`src/rtl/conversion_controller.sv`:
```
// Periodic SAR ADC sequencer: a timed soc/eoc handshake captures samples into a
// one-deep buffer that is delivered to a consumer over a dav_/rfd handshake.
module conversion_controller #(
    parameter int unsigned PERIOD  = 100,
    parameter int unsigned TIMEOUT = 64
) (
    input  logic       clock,
    input  logic       reset_,
    input  logic       enable,
    output logic       soc,
    input  logic       eoc,
    input  logic [7:0] x7_x0,
    output logic [7:0] data,
    output logic       dav_,
    input  logic       rfd,
    input  logic       clear,
    output logic       overrun,
    output logic       timeout
);

    typedef enum logic [1:0] {A_IDLE, A_START, A_CONV, A_CAPTURE} a_state_t;
    typedef enum logic [1:0] {D_EMPTY, D_SETUP, D_VALID} d_state_t;

    localparam logic [15:0] PER_RELOAD = 16'(PERIOD - 1);
    localparam logic [7:0]  TO_LAST    = 8'(TIMEOUT - 1);

    logic [15:0] per_cnt_q, per_cnt_d;
    logic        tick;

    a_state_t    a_state_q, a_state_d;
    logic        soc_q, soc_d;
    logic [7:0]  to_cnt_q, to_cnt_d;
    logic        capture, abort;

    logic [7:0]  buf_q, buf_d;
    logic        buf_full_q, buf_full_d;

    d_state_t    d_state_q, d_state_d;
    logic [7:0]  data_q, data_d;
    logic        dav_n_q, dav_n_d;
    logic        buf_read;

    logic        overrun_q, overrun_d;
    logic        timeout_q, timeout_d;

    always_comb begin
        per_cnt_d = per_cnt_q;
        tick      = 1'b0;
        if (enable) begin
            if (per_cnt_q == '0) begin
                tick      = 1'b1;
                per_cnt_d = PER_RELOAD;
            end else begin
                per_cnt_d = per_cnt_q - 16'd1;
            end
        end
    end

    // Ticks arriving outside A_IDLE, or while the converter is busy, are dropped.
    always_comb begin
        a_state_d = a_state_q;
        soc_d     = soc_q;
        to_cnt_d  = to_cnt_q;
        capture   = 1'b0;
        abort     = 1'b0;
        case (a_state_q)
            A_IDLE: begin
                if (tick && eoc) begin
                    soc_d     = 1'b1;
                    to_cnt_d  = '0;
                    a_state_d = A_START;
                end
            end
            A_START, A_CONV: begin
                if (to_cnt_q == TO_LAST) begin
                    abort     = 1'b1;
                    soc_d     = 1'b0;
                    a_state_d = A_IDLE;
                end else begin
                    to_cnt_d = to_cnt_q + 8'd1;
                    if (a_state_q == A_START && !eoc) begin
                        a_state_d = A_CONV;
                    end else if (a_state_q == A_CONV && eoc) begin
                        a_state_d = A_CAPTURE;
                    end
                end
            end
            A_CAPTURE: begin
                capture   = 1'b1;
                soc_d     = 1'b0;
                a_state_d = A_IDLE;
            end
            default: a_state_d = A_IDLE;
        endcase
    end

    always_comb begin
        d_state_d = d_state_q;
        data_d    = data_q;
        dav_n_d   = dav_n_q;
        buf_read  = 1'b0;
        case (d_state_q)
            D_EMPTY: begin
                if (buf_full_q && rfd) begin
                    buf_read  = 1'b1;
                    data_d    = buf_q;
                    d_state_d = D_SETUP;
                end
            end
            D_SETUP: begin
                dav_n_d   = 1'b0;
                d_state_d = D_VALID;
            end
            D_VALID: begin
                if (!rfd) begin
                    dav_n_d   = 1'b1;
                    d_state_d = D_EMPTY;
                end
            end
            default: d_state_d = D_EMPTY;
        endcase
    end

    // A capture coinciding with a read refills the buffer without flagging overrun.
    always_comb begin
        buf_d      = capture ? x7_x0 : buf_q;
        buf_full_d = capture | (buf_full_q & ~buf_read);
        overrun_d  = (capture && buf_full_q && !buf_read) ? 1'b1 :
                     (clear ? 1'b0 : overrun_q);
        timeout_d  = abort ? 1'b1 : (clear ? 1'b0 : timeout_q);
    end

    always_ff @(posedge clock or negedge reset_) begin
        if (!reset_) begin
            per_cnt_q  <= PER_RELOAD;
            a_state_q  <= A_IDLE;
            soc_q      <= 1'b0;
            to_cnt_q   <= '0;
            buf_q      <= '0;
            buf_full_q <= 1'b0;
            d_state_q  <= D_EMPTY;
            data_q     <= '0;
            dav_n_q    <= 1'b1;
            overrun_q  <= 1'b0;
            timeout_q  <= 1'b0;
        end else begin
            per_cnt_q  <= per_cnt_d;
            a_state_q  <= a_state_d;
            soc_q      <= soc_d;
            to_cnt_q   <= to_cnt_d;
            buf_q      <= buf_d;
            buf_full_q <= buf_full_d;
            d_state_q  <= d_state_d;
            data_q     <= data_d;
            dav_n_q    <= dav_n_d;
            overrun_q  <= overrun_d;
            timeout_q  <= timeout_d;
        end
    end

    assign soc     = soc_q;
    assign data    = data_q;
    assign dav_    = dav_n_q;
    assign overrun = overrun_q;
    assign timeout = timeout_q;

endmodule

```
`config.mk`:
```
export PLATFORM = sky130hd
export DESIGN_NAME = conversion_controller
export DESIGN_NICKNAME = d
export VERILOG_FILES = /design/src/rtl/conversion_controller.sv
export SDC_FILE = /design/constraint.sdc
export NUM_CORES = 1
export LEC_CHECK = 0
export BUFFER_PORTS_ARGS = -buffer_cell sky130_fd_sc_hd__buf_2
export CORE_MARGIN = 3
export CORE_UTILIZATION = 35
export CTS_BUF_LIST = sky130_fd_sc_hd__clkbuf_8 sky130_fd_sc_hd__clkbuf_16
export DETAILED_ROUTE_END_ITERATION = 6
export GPL_ROUTABILITY_DRIVEN = 0
export SLEW_MARGIN = 0
export SYNTH_ARGS = -nofsm -noshare
export SYNTH_HDL_FRONTEND = slang
export SYNTH_SLANG_ARGS = --single-unit
```
`constraint.sdc`:
```
create_clock -name clock -period 4.83 [get_ports clock]
set_input_delay 0.2415 -clock clock [delete_from_list [all_inputs] [get_ports clock]]
set_output_delay 0.2415 -clock clock [all_outputs]
set_load 0.005 [all_outputs]
```
==> results of run 1 <==
## stage by stage
stage | worst slack [ns] | instances
final | 2.488 | 309
after global routing | 2.214 | 309
after CTS | 2.488 | 309
after detailed placement | 2.515 | 301
after global placement | 2.493 | 301
after floorplan | 2.747 | 205
## metal layers
layer  track usage, %  wire length (microns)  vias up
met4            4.603                     77        0
met2            17.60                   1810       28
met1            15.24                   1989      736
met5                0                      0        -
li1                 -                      -      768
met3            3.595                    202        7
## Yosys cell counts, types with 2 or more instances
library cell and count:
xnor2_1 9, nand2_1 18, xor2_1 5, o31ai_1 2, o21ai_0 8, or3_1 2
nand3_1 8, mux2_2 17, and4_1 2, nand2b_1 2, dfrtp_1 44, nor2_1 21
nor4_4 2, clkbuf_1 5, ha_1 8, nor3_1 5, and3_1 3, dfstp_2 5
mux2i_1 4, a21oi_1 3, inv_1 9, a21boi_0 2, a32o_1 3
## power by group through the flow
stage	clock network [mW]	registers, mW	logic (mW)
after floorplan	0	0.717	0.396
after global placement	0	0.733	0.518
after detailed placement	0	0.739	0.522
after CTS	0.316	0.732	0.528
after global routing	0.326	0.755	0.597
final	0.301	0.729	0.520
## worst max-delay path: stages, from the launching register on
cell and delay [ns]:
dfstp_2 0.38, inv_1 0.08, ha_1 0.16, and4bb_2 0.25, nand4_2 0.17, a221oi_1 0.68, nand2_1 0.23, o32ai_1 0.28
## registers in the layout, indices dropped and copies added, names as in the netlist, 2 cells and up
register and cells:
a_state_q 2, buf_q 8, d_state_q 2, data 8, per_cnt_q 16, to_cnt_q 8
## cell type report
type / instances / area [sq um] / area share [%]
flip-flops and latches: 49 / 1232 / 46.75
inverters: 9 / 33.78 / 1.281
multi-input cells: 141 / 1032 / 39.16
clock inverters: 2 / 33.78 / 1.281
clock buffers: 6 / 82.58 / 3.132
well taps: 77 / 96.34 / 3.654
repair buffers: 25 / 125.1 / 4.746
## final timing paths
check / endpoint / slack [ns] / cells after the start
min in group clock: buf_q[7]$_DFFE_PN0N_ / 0.17 / 2
worst min register to register: dav_$_DFFE_PN1P_ / 0.48 / 1
worst min-delay path: buf_q[7]$_DFFE_PN0N_ / 0.13 / 1
max in group asynchronous: per_cnt_q[9]$_DFFE_PN0P_ / 4.05 / 1
worst max-delay path: a_state_q[1]$_DFFE_PN0P_ / 2.49 / 7
worst max register to register: a_state_q[1]$_DFFE_PN0P_ / 2.49 / 7
## kinds of logic (layout without fill, tap and decap cells)
group / Yosys count / count (layout) / synth area share (%)
compound gates: 27 / 27 / 8.074
xor+xnor: 14 / 14 / 5.275
fa+ha+maj: 8 / 8 / 4.306
buf+inv: 15 / 42 / 2.584
flops: 49 / 49 / 53.01
mux: 21 / 21 / 9.957
simple gates: 71 / 71 / 16.79
==> results.sh, run 1 <==
export IMPL_end_kind="flop"
export IMPL_clk_pin_slew_worst_paths_ns=0.09
export IMPL_die_x_microns=87.50
export IMPL_antenna_found_initial=0
export IMPL_finalPower_mw=1.550
export IMPL_peakVddDrop_mv=0.2566
export IMPL_dieArea_sq_um=7656
export IMPL_p_clk_share_pct=19.4
export IMPL_cts_buffers=5
export IMPL_final_common_cell="dfrtp_1"
export IMPL_num_rows=29
export IMPL_min_path_type="in -> async"
export IMPL_fin_util_pct=41.28
export IMPL_synth_top_cells_by_area="dfrtp_1, mux2_2, dfstp_2, ha_1, nor2_1"
export IMPL_vias=1539
export IMPL_die_h_microns=87.50
export IMPL_max_cap_violations=0
export IMPL_grt_pass1_vias=1519
export IMPL_post_cts_setup_buffers=0
export IMPL_start_util_pct=36.40
export IMPL_ctsHoldBuffers=0
export IMPL_coreArea_sq_um=6386
export IMPL_ys_seq_elements=49
export IMPL_max_clock_freq_mhz=427.1
export IMPL_finalHoldViolCount=0
export IMPL_cp_arrival_ns=2.54
export IMPL_antenna_left=0
export IMPL_startpoint="per_cnt_q[1]$_DFFE_PN1P_"
export IMPL_grt_max_degree=50
export IMPL_power_density_nw_per_um2=587.9
export IMPL_clkLatencyLatePin_ns=0.30
export IMPL_ys_types=41
export IMPL_cp_required_ns=5.03
export IMPL_timing_rr_start="per_cnt_q[1]$_DFFE_PN1P_"
export IMPL_grt_total_usage_pct=11.52
export IMPL_finClkSkew_ns=0.006654
export IMPL_areaGrowthSynthToFinish_pct=13.40
export IMPL_yosysTopAreaCell="dfrtp_1"
export IMPL_num_nets_final=253
export IMPL_fin_tns_setup_ns=0
export IMPL_avgSynthCellArea_sq_um=11.34
export IMPL_status="finished clean"
export IMPL_pwr_share_comb_pct=33.5
export IMPL_slew_violations=0
export IMPL_seq_area_frac_synth_pct=53.01
export IMPL_cts_tree="built"
export IMPL_drc=0
export IMPL_leakage_nw=1.225
export IMPL_crit_type="reg -> reg"
export IMPL_p_sw_share_pct=34.10
export IMPL_h_tree_depth=2
export IMPL_period_minus_slack_ns=2.342
export IMPL_viasPerCell=4.981
export IMPL_post_drt_wl_per_cell_microns=13.20
export IMPL_final_cell_mix="dfrtp_1, buf_2, nor2_1"
export IMPL_synth_cells=205
export IMPL_setup_violations=0
export IMPL_crit_path_max_fanout=6
export IMPL_syn_cell_area_sq_um=2325
export IMPL_internal_power_mw=1.021
export IMPL_holdWs_ns=0.1295
export IMPL_worst_pin_slew_ns=1.064
export IMPL_dr_pass1_iters=4
export IMPL_final_cell_area_sq_um=2636
export IMPL_synth_nets=227
export IMPL_root_buffer="clkbuf_8"
export IMPL_n_antenna_cell=0
export IMPL_ios=26
export IMPL_cts_buffer_depth=2
export IMPL_synth_edf_count=0
export IMPL_synth_flop_cell="dfrtp_1"
export IMPL_cp_start_kind="flop"
export IMPL_ys_async_sr_fraction_pct=100.0
export IMPL_drt_iter0_markers=46
export IMPL_dp_hpwl_microns=2840
export IMPL_num_fill_cells=624
export IMPL_dpl_cell_area_sq_um=2520
export IMPL_period_share_pct=48.48
export IMPL_rsz0062_at_grt="no"
export IMPL_slew_headroom_pct=29.05
export IMPL_overflow=0
export IMPL_power_frac_seq_pct=47.1
export IMPL_io_buffers=25
export IMPL_wl_microns=4080
export IMPL_yosys_warnings=0
export IMPL_netlist_area_leader_share_pct=47.36
export IMPL_cts_resized=0
export IMPL_grt_pass1_wl_microns=6955
export IMPL_cts_sinks=49
export IMPL_layout_drive_gt1_share_pct=25.86
export IMPL_p_sw_mw=0.5284
(Power assumes the default switching activity.)
==> run 2, diff against run 1 <==
Clock period 4.83 ns to 1.97 ns, I/O delays scaled along.
==> run 2 against run 1 <==
  * The flow now finishes with violations (negative setup slack)
  * Register-to-register slack lost 2.5 ns
  * Count of clock-buffer cells in the layout shrank 1
  * Wire length grew 8.7%
  * Combinational power grew to 3.4 times the previous value
  * First-iteration DRC count grew 52%
  * Largest cell class unchanged
  * Worst hold slack lost 0.11 ns
  * Sequential power grew 140%
  * Highest routed layer unchanged
  * Fmax grew 18%
==> results.sh, run 2 (synthesized netlist as in run 1, its figures left out) <==
export IMPL_grt_max_degree=27
export IMPL_max_cap_violations=0
export IMPL_die_x_microns=87.50
export IMPL_setup_ws_ns=-0.01796
export IMPL_fin_cells=337
export IMPL_min_path_type="in -> reg"
export IMPL_dp_hpwl_microns=3324
export IMPL_final_cell_area_sq_um=2883
export IMPL_leakage_nw=1.354
export IMPL_wl_met3_microns=217
export IMPL_drc=0
export IMPL_wl_microns=4433
export IMPL_crit_type="reg -> reg"
export IMPL_cp_required_ns=2.19
export IMPL_num_rows=29
export IMPL_fin_util_pct=45.14
export IMPL_cts_sinks=49
export IMPL_end_kind="flop"
export IMPL_largest_register="per_cnt_q"
export IMPL_io_buffers=25
export IMPL_grt_pass1_wl_microns=7928
export IMPL_num_nets_final=281
export IMPL_cp_start_kind="flop"
export IMPL_drt_iter0_markers=70
export IMPL_crit_path_max_fanout=3
export IMPL_antenna_found_initial=0
export IMPL_finClkSkew_ns=0.007788
export IMPL_r2r_cells=6
export IMPL_h_tree_depth=2
export IMPL_dpl_cell_area_sq_um=2754
export IMPL_finalPower_mw=4.102
export IMPL_hold_depth=2
export IMPL_n_antenna_cell=0
export IMPL_power_density_nw_per_um2=1423
export IMPL_peakVddDrop_mv=0.7083
export IMPL_cp_arrival_ns=2.21
export IMPL_dr_pass1_iters=4
export IMPL_slew_violations=0
export IMPL_die_h_microns=87.50
export IMPL_root_buffer="clkbuf_8"
export IMPL_largest_reg_flops=16
export IMPL_worst_pin_slew_ns=0.5493
export IMPL_dieArea_sq_um=7656
export IMPL_period_share_pct=100.9
export IMPL_overflow=0
export IMPL_slew_headroom_pct=63.38
export IMPL_max_clock_freq_mhz=503.0
export IMPL_setup_violations=1
export IMPL_antenna_left=0
export IMPL_top_layer="met4"
export IMPL_grt_total_usage_pct=13.15
export IMPL_finalHoldViolCount=0
export IMPL_viasPerCell=4.970
export IMPL_clk_pin_slew_worst_paths_ns=0.09
export IMPL_grt_pass1_vias=1746
export IMPL_rsz0062_at_grt="yes"
export IMPL_dpl_cell_count=327
export IMPL_coreArea_sq_um=6386
export IMPL_final_common_cell="dfrtp_1"
export IMPL_period_minus_slack_ns=1.988
export IMPL_cts_tree="built"
export IMPL_cts_buffer_depth=2
export IMPL_layout_drive_gt1_share_pct=35.77
export IMPL_clkLatencyLatePin_ns=0.30
export IMPL_ios=26
export IMPL_start_util_pct=36.40
export IMPL_final_cell_mix="dfrtp_1, buf_2, buf_4"
export IMPL_drt_met1_wl_microns=2089
export IMPL_areaGrowthSynthToFinish_pct=24.00
export IMPL_wl_met2_microns=2085
export IMPL_post_drt_wl_per_cell_microns=13.15
export IMPL_status="complete, but fails checks"
export IMPL_preCtsSetupSlack_ns=-0.04183
export IMPL_violations="negative setup slack"
export IMPL_cts_buffers=5
export IMPL_vias=1675
==> run 2: final cells by class <==
| cell class | instances | area (sq um) |
|---|---|---|
| inverters | 9 | 33.78 |
| repair buffers | 53 | 354.1 |
| fillers | 605 | 3503 |
| well taps | 77 | 96.34 |
| flip-flops and latches | 49 | 1232 |
| clock buffers | 5 | 68.82 |
| multi-input cells | 141 | 1079 |
| clock inverters | 3 | 18.77 |
==> run 2: what timing repair did <==
action | in CTS | in global routing
cloned | 0 | 0
hold buffers | 1 | 0
resized for setup | 1 | 9
setup buffers | 1 | 0
endpoints found under the setup margin | 5 | 12
pin swaps | 1 | 2
endpoints found under the hold margin | 21 | 0
==> run 2: where the power goes <==
group | switching (mW) | total [mW] | internal, mW
Sequential | 0.311 | 1.76 | 1.45
Clock | 0.334 | 0.579 | 0.245
Combinational | 0.801 | 1.76 | 0.963
Total | 1.45 | 4.10 | 2.66
==> run 2: critical path: stages (launching register included) <==
cell and delay (ns):
dfrtp_1 0.44, nor4_4 0.26, buf_4 0.18, nand4_4 0.12, a221o_1 0.38, or4_1 0.41, a21boi_1 0.14
==> run 2: worst paths after layout <==
kind / startpoint / endpoint / slack [ns]
min in group asynchronous: reset_ / to_cnt_q[0]$_DFFE_PN0P_ / 0.32
min: x7_x0[4] / buf_q[4]$_DFFE_PN0N_ / 0.02
max reg2reg: per_cnt_q[12]$_DFFE_PN0P_ / to_cnt_q[7]$_DFFE_PN0P_ / -0.02
max: per_cnt_q[12]$_DFFE_PN0P_ / to_cnt_q[7]$_DFFE_PN0P_ / -0.02
min reg2reg: d_state_q[0]$_DFFE_PN0P_ / dav_$_DFFE_PN1P_ / 0.48
max in group asynchronous: reset_ / per_cnt_q[0]$_DFFE_PN1P_ / 1.06
==> run 2: metrics by stage <==
step | TNS (ns) | hold slack [ns]
2_1_floorplan | 0 | -0.1971
3_3_place_gp | 0 | 0.1369
3_5_place_dp | -0.06892 | 0.1370
4_1_cts | -0.008297 | 0.01265
5_1_grt | -0.3485 | 0.01486
6_report | -0.01796 | 0.02406
==> run 2: per-layer routing <==
| layer | up-vias | track usage, % |
|---|---|---|
| li1 | 827 | - |
| met1 | 820 | 17.66 |
| met2 | 24 | 20.62 |
| met3 | 4 | 3.974 |
| met4 | 0 | 3.766 |
| met5 | - | 0 |
